===== config.mk =====
export PLATFORM = sky130hd
export DESIGN_NAME = instr_fetch_unit_flat
export DESIGN_NICKNAME = d
export VERILOG_FILES = /design/src/rtl/instr_fetch_unit_if.sv /design/src/rtl/instr_fetch_unit.sv /design/src/flat_wrapper.sv
export SDC_FILE = /design/constraint.sdc
export NUM_CORES = 1
export LEC_CHECK = 0
export CAP_MARGIN = 20
export CORE_MARGIN = 4
export CORE_UTILIZATION = 40
export DETAILED_ROUTE_END_ITERATION = 12
export MAX_ROUTING_LAYER = met4
export PLACE_DENSITY = 0.67
export SYNTH_ARGS = -nofsm -noshare
export SYNTH_HDL_FRONTEND = slang
export SYNTH_SLANG_ARGS = --single-unit

===== constraint.sdc =====
create_clock -name clk -period 2.2 [get_ports clk]
set_clock_uncertainty 0.05 [all_clocks]
set_input_delay 0.44 -clock clk [delete_from_list [all_inputs] [get_ports clk]]
set_output_delay 0.44 -clock clk [all_outputs]
set_load 0.02 [all_outputs]

===== src/rtl/instr_fetch_unit_if.sv =====
// Bus bundle for the fetch stage: the PC link, the program-memory req/ack port
// and the decoder-side instruction queue head.
interface instr_fetch_unit_if #(
  parameter int ADDR_W  = 13,
  parameter int INSTR_W = 14
);
  logic [ADDR_W-1:0]  pc_in;
  logic               incr_pc_en;
  logic               imem_req;
  logic [ADDR_W-1:0]  imem_addr;
  logic               imem_ack;
  logic [INSTR_W-1:0] imem_rdata;
  logic               flush;
  logic               instr_valid;
  logic [INSTR_W-1:0] instr_out;
  logic [ADDR_W-1:0]  instr_pc;
  logic               instr_ready;

  // The fetch unit itself.
  modport master (
    input  pc_in, imem_ack, imem_rdata, flush, instr_ready,
    output incr_pc_en, imem_req, imem_addr, instr_valid, instr_out, instr_pc
  );

  // The surrounding PC, program memory and decoder.
  modport slave (
    output pc_in, imem_ack, imem_rdata, flush, instr_ready,
    input  incr_pc_en, imem_req, imem_addr, instr_valid, instr_out, instr_pc
  );
endinterface


===== src/rtl/instr_fetch_unit.sv =====
// Instruction fetch stage: requests words at the current PC, pulses the PC
// increment per accepted word, and buffers words in a small prefetch queue.
module instr_fetch_unit #(
  parameter int ADDR_W  = 13,
  parameter int INSTR_W = 14,
  parameter int DEPTH   = 2
) (
  input  logic                clk,
  input  logic                rst,
  instr_fetch_unit_if.master  bus
);

  localparam int PTR_W = $clog2(DEPTH);
  localparam int CNT_W = PTR_W + 1;
  localparam logic [CNT_W-1:0] FULL = CNT_W'(DEPTH);

  typedef enum logic [1:0] {
    S_IDLE,
    S_FETCH,
    S_DRAIN
  } state_t;

  state_t             state, state_nxt;
  logic [CNT_W-1:0]   count;
  logic [PTR_W-1:0]   wr_ptr, rd_ptr;
  logic [ADDR_W-1:0]  req_addr;
  logic [INSTR_W-1:0] q_data [DEPTH];
  logic [ADDR_W-1:0]  q_pc   [DEPTH];

  logic               req;
  logic [ADDR_W-1:0]  addr;
  logic               push;
  logic               pop;
  logic               head_valid;

  // NOTE: every signal driven here gets a default first, so no path can hold a
  // stale value and infer a latch.
  always_comb begin
    state_nxt = state;
    req       = 1'b0;
    addr      = '0;
    push      = 1'b0;
    unique case (state)
      S_IDLE: state_nxt = S_FETCH;
      S_FETCH: begin
        req  = (count < FULL);
        addr = bus.pc_in;
        push = req && bus.imem_ack && !bus.flush;
        // A flushed request that memory has not answered must still be
        // completed at its original address before fetching resumes.
        if (bus.flush && req && !bus.imem_ack) state_nxt = S_DRAIN;
      end
      S_DRAIN: begin
        req  = 1'b1;
        addr = req_addr;
        if (bus.imem_ack) state_nxt = S_FETCH;
      end
      default: state_nxt = S_IDLE;
    endcase
  end

  assign head_valid      = (count != '0) && !bus.flush;
  assign pop             = head_valid && bus.instr_ready;

  assign bus.imem_req    = req;
  assign bus.imem_addr   = addr;
  assign bus.incr_pc_en  = push;
  assign bus.instr_valid = head_valid;
  assign bus.instr_out   = q_data[rd_ptr];
  assign bus.instr_pc    = q_pc[rd_ptr];

  // NOTE: sequential state uses non-blocking assignments so every register
  // samples pre-edge values regardless of statement order.
  always_ff @(posedge clk or negedge rst) begin
    if (!rst) state <= S_IDLE;
    else      state <= state_nxt;
  end

  // NOTE: the queue storage is reset as well, because the head drives
  // instr_out/instr_pc directly and those must read 0 while in reset.
  always_ff @(posedge clk or negedge rst) begin
    if (!rst) begin
      count    <= '0;
      wr_ptr   <= '0;
      rd_ptr   <= '0;
      req_addr <= '0;
      for (int i = 0; i < DEPTH; i++) begin
        q_data[i] <= '0;
        q_pc[i]   <= '0;
      end
    end else begin
      if (state == S_FETCH && req) req_addr <= bus.pc_in;

      if (bus.flush) begin
        count  <= '0;
        wr_ptr <= '0;
        rd_ptr <= '0;
      end else begin
        if (push) begin
          q_data[wr_ptr] <= bus.imem_rdata;
          q_pc[wr_ptr]   <= bus.pc_in;
          wr_ptr         <= wr_ptr + PTR_W'(1);
        end
        if (pop) rd_ptr <= rd_ptr + PTR_W'(1);
        count <= count + CNT_W'(push) - CNT_W'(pop);
      end
    end
  end

endmodule


===== src/flat_wrapper.sv =====
// flat-port wrapper written by rule: the top's interface ports become plain ports
module instr_fetch_unit_flat 
#(
  parameter int ADDR_W  = 13,
  parameter int INSTR_W = 14,
  parameter int DEPTH   = 2
)
  (clk, rst, bus_pc_in, bus_imem_ack, bus_imem_rdata, bus_flush, bus_instr_ready, bus_incr_pc_en, bus_imem_req, bus_imem_addr, bus_instr_valid, bus_instr_out, bus_instr_pc);
  instr_fetch_unit_if #(.ADDR_W(ADDR_W), .INSTR_W(INSTR_W)) bus_i ();
  input  logic clk;
  input  logic rst;
  input wire logic [$bits(bus_i.pc_in)-1:0] bus_pc_in;
  input wire logic [$bits(bus_i.imem_ack)-1:0] bus_imem_ack;
  input wire logic [$bits(bus_i.imem_rdata)-1:0] bus_imem_rdata;
  input wire logic [$bits(bus_i.flush)-1:0] bus_flush;
  input wire logic [$bits(bus_i.instr_ready)-1:0] bus_instr_ready;
  output wire logic [$bits(bus_i.incr_pc_en)-1:0] bus_incr_pc_en;
  output wire logic [$bits(bus_i.imem_req)-1:0] bus_imem_req;
  output wire logic [$bits(bus_i.imem_addr)-1:0] bus_imem_addr;
  output wire logic [$bits(bus_i.instr_valid)-1:0] bus_instr_valid;
  output wire logic [$bits(bus_i.instr_out)-1:0] bus_instr_out;
  output wire logic [$bits(bus_i.instr_pc)-1:0] bus_instr_pc;
  assign bus_i.pc_in = bus_pc_in;
  assign bus_i.imem_ack = bus_imem_ack;
  assign bus_i.imem_rdata = bus_imem_rdata;
  assign bus_i.flush = bus_flush;
  assign bus_i.instr_ready = bus_instr_ready;
  assign bus_incr_pc_en = bus_i.incr_pc_en;
  assign bus_imem_req = bus_i.imem_req;
  assign bus_imem_addr = bus_i.imem_addr;
  assign bus_instr_valid = bus_i.instr_valid;
  assign bus_instr_out = bus_i.instr_out;
  assign bus_instr_pc = bus_i.instr_pc;
  instr_fetch_unit #(.ADDR_W(ADDR_W), .INSTR_W(INSTR_W), .DEPTH(DEPTH)) u_core (.clk(clk), .rst(rst), .bus(bus_i));
endmodule

---- After elaboration in Yosys (flattened, before gate mapping) ----
Cells that the tools add are included.
W data, S select, Z words.
storage, ports and cells
  bits in registers ....................... 73
  bits in latches ......................... 0
  memory bits (writable) .................. 0
  bits in read-only memories .............. 0
  input bits .............................. 32
  output and inout port bits .............. 43
  memories ................................ 0
operators by class
  add/sub/neg operators ................... 4
  $mul .................................... 0
  div/mod/pow operators ................... 0
  $lt $le $gt $ge ......................... 4
  equality and inequality tests ........... 4
  shift-type cells ........................ 0
  multiplexer cells ....................... 23
  bitwise logic cells ..................... 3
  reduce and logical (&&, ||, !) cells .... 16
operators with widths
  cell                   count
  $mux W14               4
  $mux W13               4
  $bwmux W28             1
  $bwmux W26             1
  $pmux W13 S2           1
  $demux W14 S1          1
  $demux W13 S1          1
  $logic_and A1 B1 Y1    8
  $mux W2                3
  $pmux W2 S3            1
  $reduce_bool A2 Y1     3
  $mux W1                5
  $ge A2 B2 Y1 const B   2
  $not A1 Y2             2
  $reduce_and A2 Y1      2
  $add A1 B1 Y1 const B  2
  $add A2 B1 Y2          1
  $eq A2 B1 Y1 const B   1
  $eq A2 B2 Y1 const B   1
  $logic_not A1 Y1       2
  $logic_not A2 Y1       1
  $lt A2 B1 Y1 const B   1
  $lt A2 B2 Y1 const B   1
  $ne A2 B1 Y1 const B   1
  other kinds (4)        4

---- Depth between registers and ports, before layout ----
Gate-level depths: netlist (run 1).
  depth after elaboration ................. 7
  mapped depth ............................ 11
  gate-level depth less buffers ........... 10

---- Worst setup path after synthesis (run 1) ----
No wires, ideal clock.
  path kind ............................... register -> register
  from .................................... register u_core.state[1]
  to ...................................... register u_core.count[1]
  arrival time ............................ 1.950 ns
  slack ................................... 0.081 ns
  cell stages (with the launch flop) ...... 12
  clock period less this slack ............ 2.119 ns
  cells stage by stage .................... dfrtp_1 > inv_1 > ha_1 > buf_4 > and4bb_4 > inv_4 > ha_1 > inv_1 > ha_1 > xnor2_1 > xnor2_1 > nor2_1
on the way
  cells in the longest elaborated chain, start to end .. 5
ends and longest elaborated chain
  element                   line                     source
  start: declaration        instr_fetch_unit.sv:23   state_t state, state_nxt;
  start signal: assignment  instr_fetch_unit.sv:76   else state <= state_nxt;
  $eq A2 B1 Y1              instr_fetch_unit.sv:43   unique case (state)
  $mux W1                   instr_fetch_unit.sv:43
  named net bus_incr_pc_en  flat_wrapper.sv:17       output wire logic [$bits(bus_i.incr_pc_en)-1:0] bus_incr_pc_en;
  $add A2 B1 Y2             instr_fetch_unit.sv:105  count <= count + CNT_W'(push) - CNT_W'(pop);
  $sub A2 B1 Y2             instr_fetch_unit.sv:105
  $mux W2                   instr_fetch_unit.sv:94   if (bus.flush) begin
  end signal: assignment    instr_fetch_unit.sv:105
  end: declaration          instr_fetch_unit.sv:24   logic [CNT_W-1:0] count;
The timed path passes the listed nets, and every way through them passes these cells.
A chain may end at the register's enable or synchronous reset.

---- Worst setup path after layout (run 1) ----
  from .................................... register u_core.state[0]
  to ...................................... output bus_imem_req
on the way
  cells in the longest elaborated chain, start to end .. 2
  elaborated cells on any way between the ends .. 3
  classes of those cells .................. 2 x eq/ne; 1 x mux
ends and longest elaborated chain
  element                                       line                    source
  $eq A2 B2 Y1 or $eq A2 B1 Y1 (tied branches)  instr_fetch_unit.sv:43
  $pmux W1 S2 *                                 instr_fetch_unit.sv:43
  end: declaration                              flat_wrapper.sv:18      output wire logic [$bits(bus_i.imem_req)-1:0] bus_imem_req;
Every way passes the cells marked *; elsewhere a longest branch is shown, timed or not.

==> summary.md, run 1 <==
| Metric | Value |
|---|---|
| Status | `finished clean` |
| GP Congestion | `between 0.7 and 0.8` |
| Clock share of power | `0.175` |
| Type of the worst setup path | `flip-flop to primary output` |
| Largest net degree at the start of global routing | `44` |
| Flop pwr share | `0.326` |
| RR Endpoint | `u_core.count[1]` |
| Ys async rst share | `1.00` |
| Cell count after synthesis | `241` |
| Die width | `103 µm` |
| Pleak | `between 2 and 2.5 nW` |
| TritonRoute pass-1 iters | `4` |
| Yosys reg bits | `73` |
| GRT Util Overall | `0.165` |
| Top cell type by total area after synthesis | `dfrtp_1` |
| Nature of the critical path startpoint | `flip-flop` |
| CP arrival | `1.65 ns` |
| Clock root buffer | `clkbuf_8` |
| Final Hold Vio Count | `0` |
| Worst Path Required | `approximately 1.7 ns` |
| Fraction of layout cells with a size suffix above 1 | `0.504` |
| Synth area leaders | `dfrtp_1 (50%), mux2_2 (17%), mux2_4 (17%)` |
| Post-DP HPWL | `5.46 mm` |
| F_max | `between 0.4 and 0.5 GHz` |
| Global-route wire length before repair | `roughly 13 mm` |
| Post-synth EDFFs | `0` |
| Sw Pwr | `between 0.002 and 0.0025 W` |
| Final antenna-violating net count | `0` |
| Vias | `2274` |
| Final TNS setup | `0 ns` |
| Distinct cells, synth | `30` |
| Worst R2R Start | `u_core.state[1]` |
| Initial core utilization | `0.414` |
| IO Count | `75` |
| Int Pwr | `~0.0048 W` |
| Std-Cell Core Area | `roughly 8800 µm²` |
| Worst-case reg-to-reg path depth | `11` |
| Clk buf depth | `2` |
| Drc violations | `0` |
| Yosys synthesis warning count | `0` |
| Sw Share | `0.336` |
| Maxcap violations | `0` |
| Fin crit share | `0.970` |
| Remaining global-route overflow | `0` |
| Crit path from | `u_core.state[0]` |
| Minimum clock period | `2.14 ns` |
| Core Util, Final | `0.570` |
| Antenna violations before repair | `0` |
| Worst-Margin Slew | `approximately 0.56 ns` |
| Clock transition at path regs | `~0.08 ns` |
| Sequential share of the synthesized area | `0.503` |
| Area grow syn2layout | `37.6%` |
| Number of port buffers | `74` |
| Post-synth top cells | `dfrtp_1 (73), mux2_2 (55), mux2_4 (40), nor2b_1 (15), a22oi_1 (13)` |
| Slew margin rel. | `0.628` |
| Multi-input logic area | `1720 µm²` |
| Routed wire length | `7.86 mm` |
| Inserted Diodes | `0` |
| Synth top area share | `0.503` |
| P per Cell Area | `~1400 nW/µm²` |
| Slew Limit Fails | `0` |
| Vias per std cell | `between 4 and 5` |
| R2r setup slk | `0.09 ns` |
| Count leader, synth | `dfrtp_1` |
| Mean Syn Cell Area | `roughly 15 µm²` |
| Fillers | `around 750` |
| Row count | `34` |
| Netlist Area Pre-Place | `about 3600 µm²` |
| Crit end category | `primary output` |
| Syn Nets | `280` |
| Worst min path class | `input port to asynchronous set/reset pin` |
| Die ar. | `roughly 11000 µm²` |
| Number of global-route vias before repair | `around 2.5k` |
| # setup viols final | `0` |
| VDD IR-drop max | `~0.57 mV` |
| TritonCTS clock tree | `built` |
| Worst-Skew Late Latency | `0.33 ns` |
| Synth Flop Type | `dfrtp_1` |
| CTS Sinks | `between 70 and 80` |
| Drt wl/cell | `17.0 µm` |
| Storage element area | `approximately 1800 µm²` |
| Die H | `slightly above 100 µm` |
| Comb pwr share | `0.499` |
| H-Tree Level Count | `3` |
| Initial DRC count | `47` |
| Largest fanout on the critical path | `9` |
| Clock buffers created by TritonCTS | `9` |
| NumNets Final | `just under 400` |
[kinds of logic (layout without fill, tap and decap cells)]
family                     Yosys count  count (layout)  share of synthesized area
and+or+nand+nor                     25              25                     0.0510
AOI/OAI and AO/OA                   18              18                     0.0376
adders and majority gates            7               7                     0.0241
buffers and inverters               18             132                     0.0352
muxes                               97              97                      0.342
xor gates and xnor gates             3               3                    0.00724
DFF                                 73              73                      0.503
[worst max-delay path by stage]
stage | slack [ns] | cells after the start | to
after global routing | -0.0006 | 11 | u_core.count[1]
final | 0.06 | 5 | bus_imem_req
after floorplan | 0.08 | 11 | u_core.count[1]
after detailed placement | -0.18 | 4 | bus_imem_addr[12]
after global placement | -0.18 | 4 | bus_imem_addr[12]
after CTS | 0.003 | 6 | bus_imem_addr[11]
[through the flow]
stage / power [W] / instance area (µm²) / hold slack, ns / setup WS, ns / cells
2_1_floorplan: 0.00467 / 3630 / 0.0944 / 0.0813 / 241
3_3_place_gp: 0.00617 / 4800 / 0.424 / -0.184 / 447
3_5_place_dp: 0.00625 / 4800 / 0.424 / -0.185 / 447
4_1_cts: 0.00730 / 5010 / 0.0543 / 0.00336 / 463
5_1_grt: 0.00768 / 4990 / 0.0683 / -0.000598 / 463
6_report: 0.00723 / 4990 / 0.0365 / 0.0649 / 463
[cells in the final DEF (no fill, tap or decap), drive strengths merged, types with 3 or more instances in the layout]
cell type / Yosys / layout
clkbuf: 5 / 13
nor2: 3 / 3
dlygate4sd2: 0 / 28
mux2: 95 / 95
buf: 8 / 53
a22oi: 13 / 13
nor2b: 15 / 15
ha: 7 / 7
clkdlybuf4s50: 0 / 30
inv: 5 / 6
dfrtp: 73 / 73
[metal layers]
layer | track usage | vias to the layer above | wire length, µm
met1 | 0.219 | 1146 | 3650
li1 | - | 1076 | -
met5 | - | - | 0
met4 | 0.0568 | 0 | 107
met3 | 0.0302 | 8 | 276
met2 | 0.256 | 44 | 3830
[flip-flops by register name, indices dropped and copies added (netlist names)]
signal           count
u_core.state         2
u_core.req_addr     13
u_core.q_data       28
u_core.q_pc         26
u_core.count         2
u_core.rd_ptr        1
u_core.wr_ptr        1
[critical path, cell delays in order, from the launching register on]
cell     delay (ns)
dfrtp_1        0.40
inv_2          0.09
ha_4           0.29
buf_4          0.16
nor2b_1        0.20
buf_4          0.17
[cell type report]
cell class                 instances  area share
sequential                        73       0.366
multi-input combinational        150       0.344
timing repair buffer             111       0.209
clock buffer                      13      0.0358
tap                              108      0.0271
clock inverter                     3      0.0138
inverter                           5     0.00426
[power by group through the flow]
stage               clock [W]  combinational (W)  sequential [W]
floorplan                   0            0.00241         0.00226
global route          0.00136            0.00389         0.00243
global placement            0            0.00384         0.00233
finish                0.00127            0.00361         0.00235
CTS                   0.00130            0.00365         0.00235
detailed placement          0            0.00388         0.00237
[repair_timing]
action                                  4_1_cts  5_1_grt
gates resized for setup                      87       15
hold buffers                                  0        0
cloned                                        0        0
setup buffers                                 0        0
endpoints found under the hold margin         0        0
endpoints found under the setup margin       43       13
Note: power is estimated with default switching activity, not from simulation.
==> run 2, diff against run 1 <==
- ABC_AREA: not set -> 0
- CORE_UTILIZATION: 40 -> 36
- PLACE_DENSITY: 0.67 -> 0.62
==> run 2 against run 1 <==
Against the previous run:
- die area up 10%
- sequential cell count stayed put
- final area fell by 1.6%
- via count increased by 0.18%
- clock power down 28%
- first-iteration DRC count up 45%
- wire length grew 0.98%
- non-clock buffer count is 4 higher
==> summary.md, run 2 (synthesized netlist as in run 1, its figures left out) <==
| Metric | Value |
|---|---|
| Status | `finished clean` |
| Worst-Skew Late Latency | `0.34 ns` |
| NumNets Final | `around 390` |
| Global-route wire length before repair | `13.2 mm` |
| Fraction of layout cells with a size suffix above 1 | `0.501` |
| Final antenna-violating net count | `0` |
| Row count | `36` |
| Nature of the critical path startpoint | `flip-flop` |
| Std-Cell Core Area | `slightly below 10000 µm²` |
| P per Cell Area | `1380 nW/µm²` |
| Max reg flops | `28` |
| Leading cell type in the layout, fill and taps excluded | `dfrtp_1` |
| Final hold slack | `around 0.46 ns` |
| Number of global-route vias before repair | `between 2k and 3k` |
| Unrepaired setup endpoints after global routing | `yes` |
| Routed wire length | `7.94 mm` |
| F_max | `roughly 0.47 GHz` |
| Worst min path class | `flip-flop to flip-flop` |
| CP arrival | `1.64 ns` |
| Post-DP HPWL | `5.44 mm` |
| Clock root buffer | `clkbuf_8` |
| Final Hold Vio Count | `0` |
| Drc violations | `0` |
| Initial core utilization | `0.371` |
| Clk buf depth | `2` |
| Drt wl/cell | `between 15 and 20 µm` |
| Area grow syn2layout | `35.4%` |
| Vias | `between 2k and 2.5k` |
| Remaining global-route overflow | `0` |
| Crit end category | `primary output` |
| CTS Sinks | `73` |
| Die H | `roughly 110 µm` |
| Largest fanout on the critical path | `23` |
| Number of port buffers | `74` |
| Inserted Diodes | `0` |
| Largest net degree at the start of global routing | `44` |
| H-Tree Level Count | `3` |
| GP Congestion | `slightly above 0.7` |
| Initial DRC count | `around 70` |
| Maxcap violations | `0` |
| Worst Path Required | `about 1.7 ns` |
| Worst-Margin Slew | `0.445 ns` |
| Type of the worst setup path | `flip-flop to primary output` |
| TritonRoute pass-1 iters | `4` |
| Largest registers | `u_core.q_data (28), u_core.q_pc (26), u_core.req_addr (13)` |
| Fin crit share | `0.968` |
| Pleak | `roughly 2.3 nW` |
| Die width | `around 110 µm` |
| Clock transition at path regs | `~0.080 ns` |
| Minimum clock period | `around 2.1 ns` |
| Die ar. | `around 12000 µm²` |
| R2r setup slk | `~0.080 ns` |
| IO Count | `75` |
| Clock buffers created by TritonCTS | `9` |
| Largest register by flop count | `u_core.q_data` |
| Most frequent cells in the layout | `dfrtp_1 (73), mux2_2 (55), mux2_4 (40), buf_4 (37), clkdlybuf4s50_1 (30)` |
| TritonCTS clock tree | `built` |
| Vias per std cell | `about 4.6` |
| # setup viols final | `0` |
| Core Util, Final | `0.503` |
| Antenna violations before repair | `0` |
| Slew margin rel. | `0.703` |
| VDD IR-drop max | `~0.56 mV` |
| GRT Util Overall | `0.149` |
| Slew Limit Fails | `0` |
run 2: changes by cell type in the layout (fill, tap and decap cells not counted), moves of 2 or more:
cell	change
buf_4	+7
buf_12	-4
clkbuf_8	-4
clkinv_2	+4
buf_6	+2
bufinv_16	-2
ha_4	-2
inv_1	+2
inv_2	-2
run 2: per-stage QoR:
step                      total power [W]  setup TNS [ns]  worst slack [ns]  cells  cell area [µm²]
after floorplan                   0.00467               0            0.0813    241             3630
after global placement            0.00614           -1.63            -0.166    474             4800
after detailed placement          0.00619           -3.10            -0.202    474             4800
after CTS                         0.00685               0            0.0276    492             4880
after global routing              0.00726         -0.0702           -0.0196    492             4910
final                             0.00680               0            0.0699    492             4910
run 2: final cells by class:
| cell class | instances | area, µm² |
|---|---|---|
| fill | 887 | 4860 |
| sequential | 73 | 1830 |
| multi-input combinational | 150 | 1700 |
| timing repair buffer | 115 | 1030 |
| tap | 133 | 166 |
| clock buffer | 9 | 124 |
| clock inverter | 7 | 45.0 |
| inverter | 5 | 21.3 |
run 2: worst max-delay path: stages (launching register included):
cell and delay (ns):
dfrtp_1 0.40, buf_12 0.20, mux2_2 0.36, dlygate4sd2_1 0.33
run 2: worst paths after layout:
kind,endpoint,from,cells after the start
setup reg to reg,u_core.count[1],u_core.state[1],11
max in group asynchronous,u_core.q_pc[5],rst,3
setup / recovery,bus_instr_pc[2],u_core.rd_ptr,3
hold reg to reg,u_core.q_pc[12],u_core.q_pc[12],1
hold / removal,u_core.q_pc[12],u_core.q_pc[12],1
min in group asynchronous,u_core.q_data[25],rst,2
run 2: repair_timing:
item	CTS	global route
buffers inserted	1	0
hold buffers	1	0
pin swaps	0	0
endpoints found under the setup margin	43	15
resized for setup	90	10
hold endpoints to repair	29	0
run 2: layer usage:
metal / track usage / wire (µm) / up-vias
met5: - / 0 / -
met2: 0.225 / 3750 / 45
li1: - / - / 1082
met4: 0.0541 / 131 / 0
met1: 0.201 / 3750 / 1140
met3: 0.0299 / 309 / 11
run 2: power by group:
part	switching [W]	total (W)	leakage (nW)	internal, W
Clock	0.000514	0.000920	0.0891	0.000407
Sequential	0.000347	0.00235	0.913	0.00200
Combinational	0.00156	0.00353	1.35	0.00197
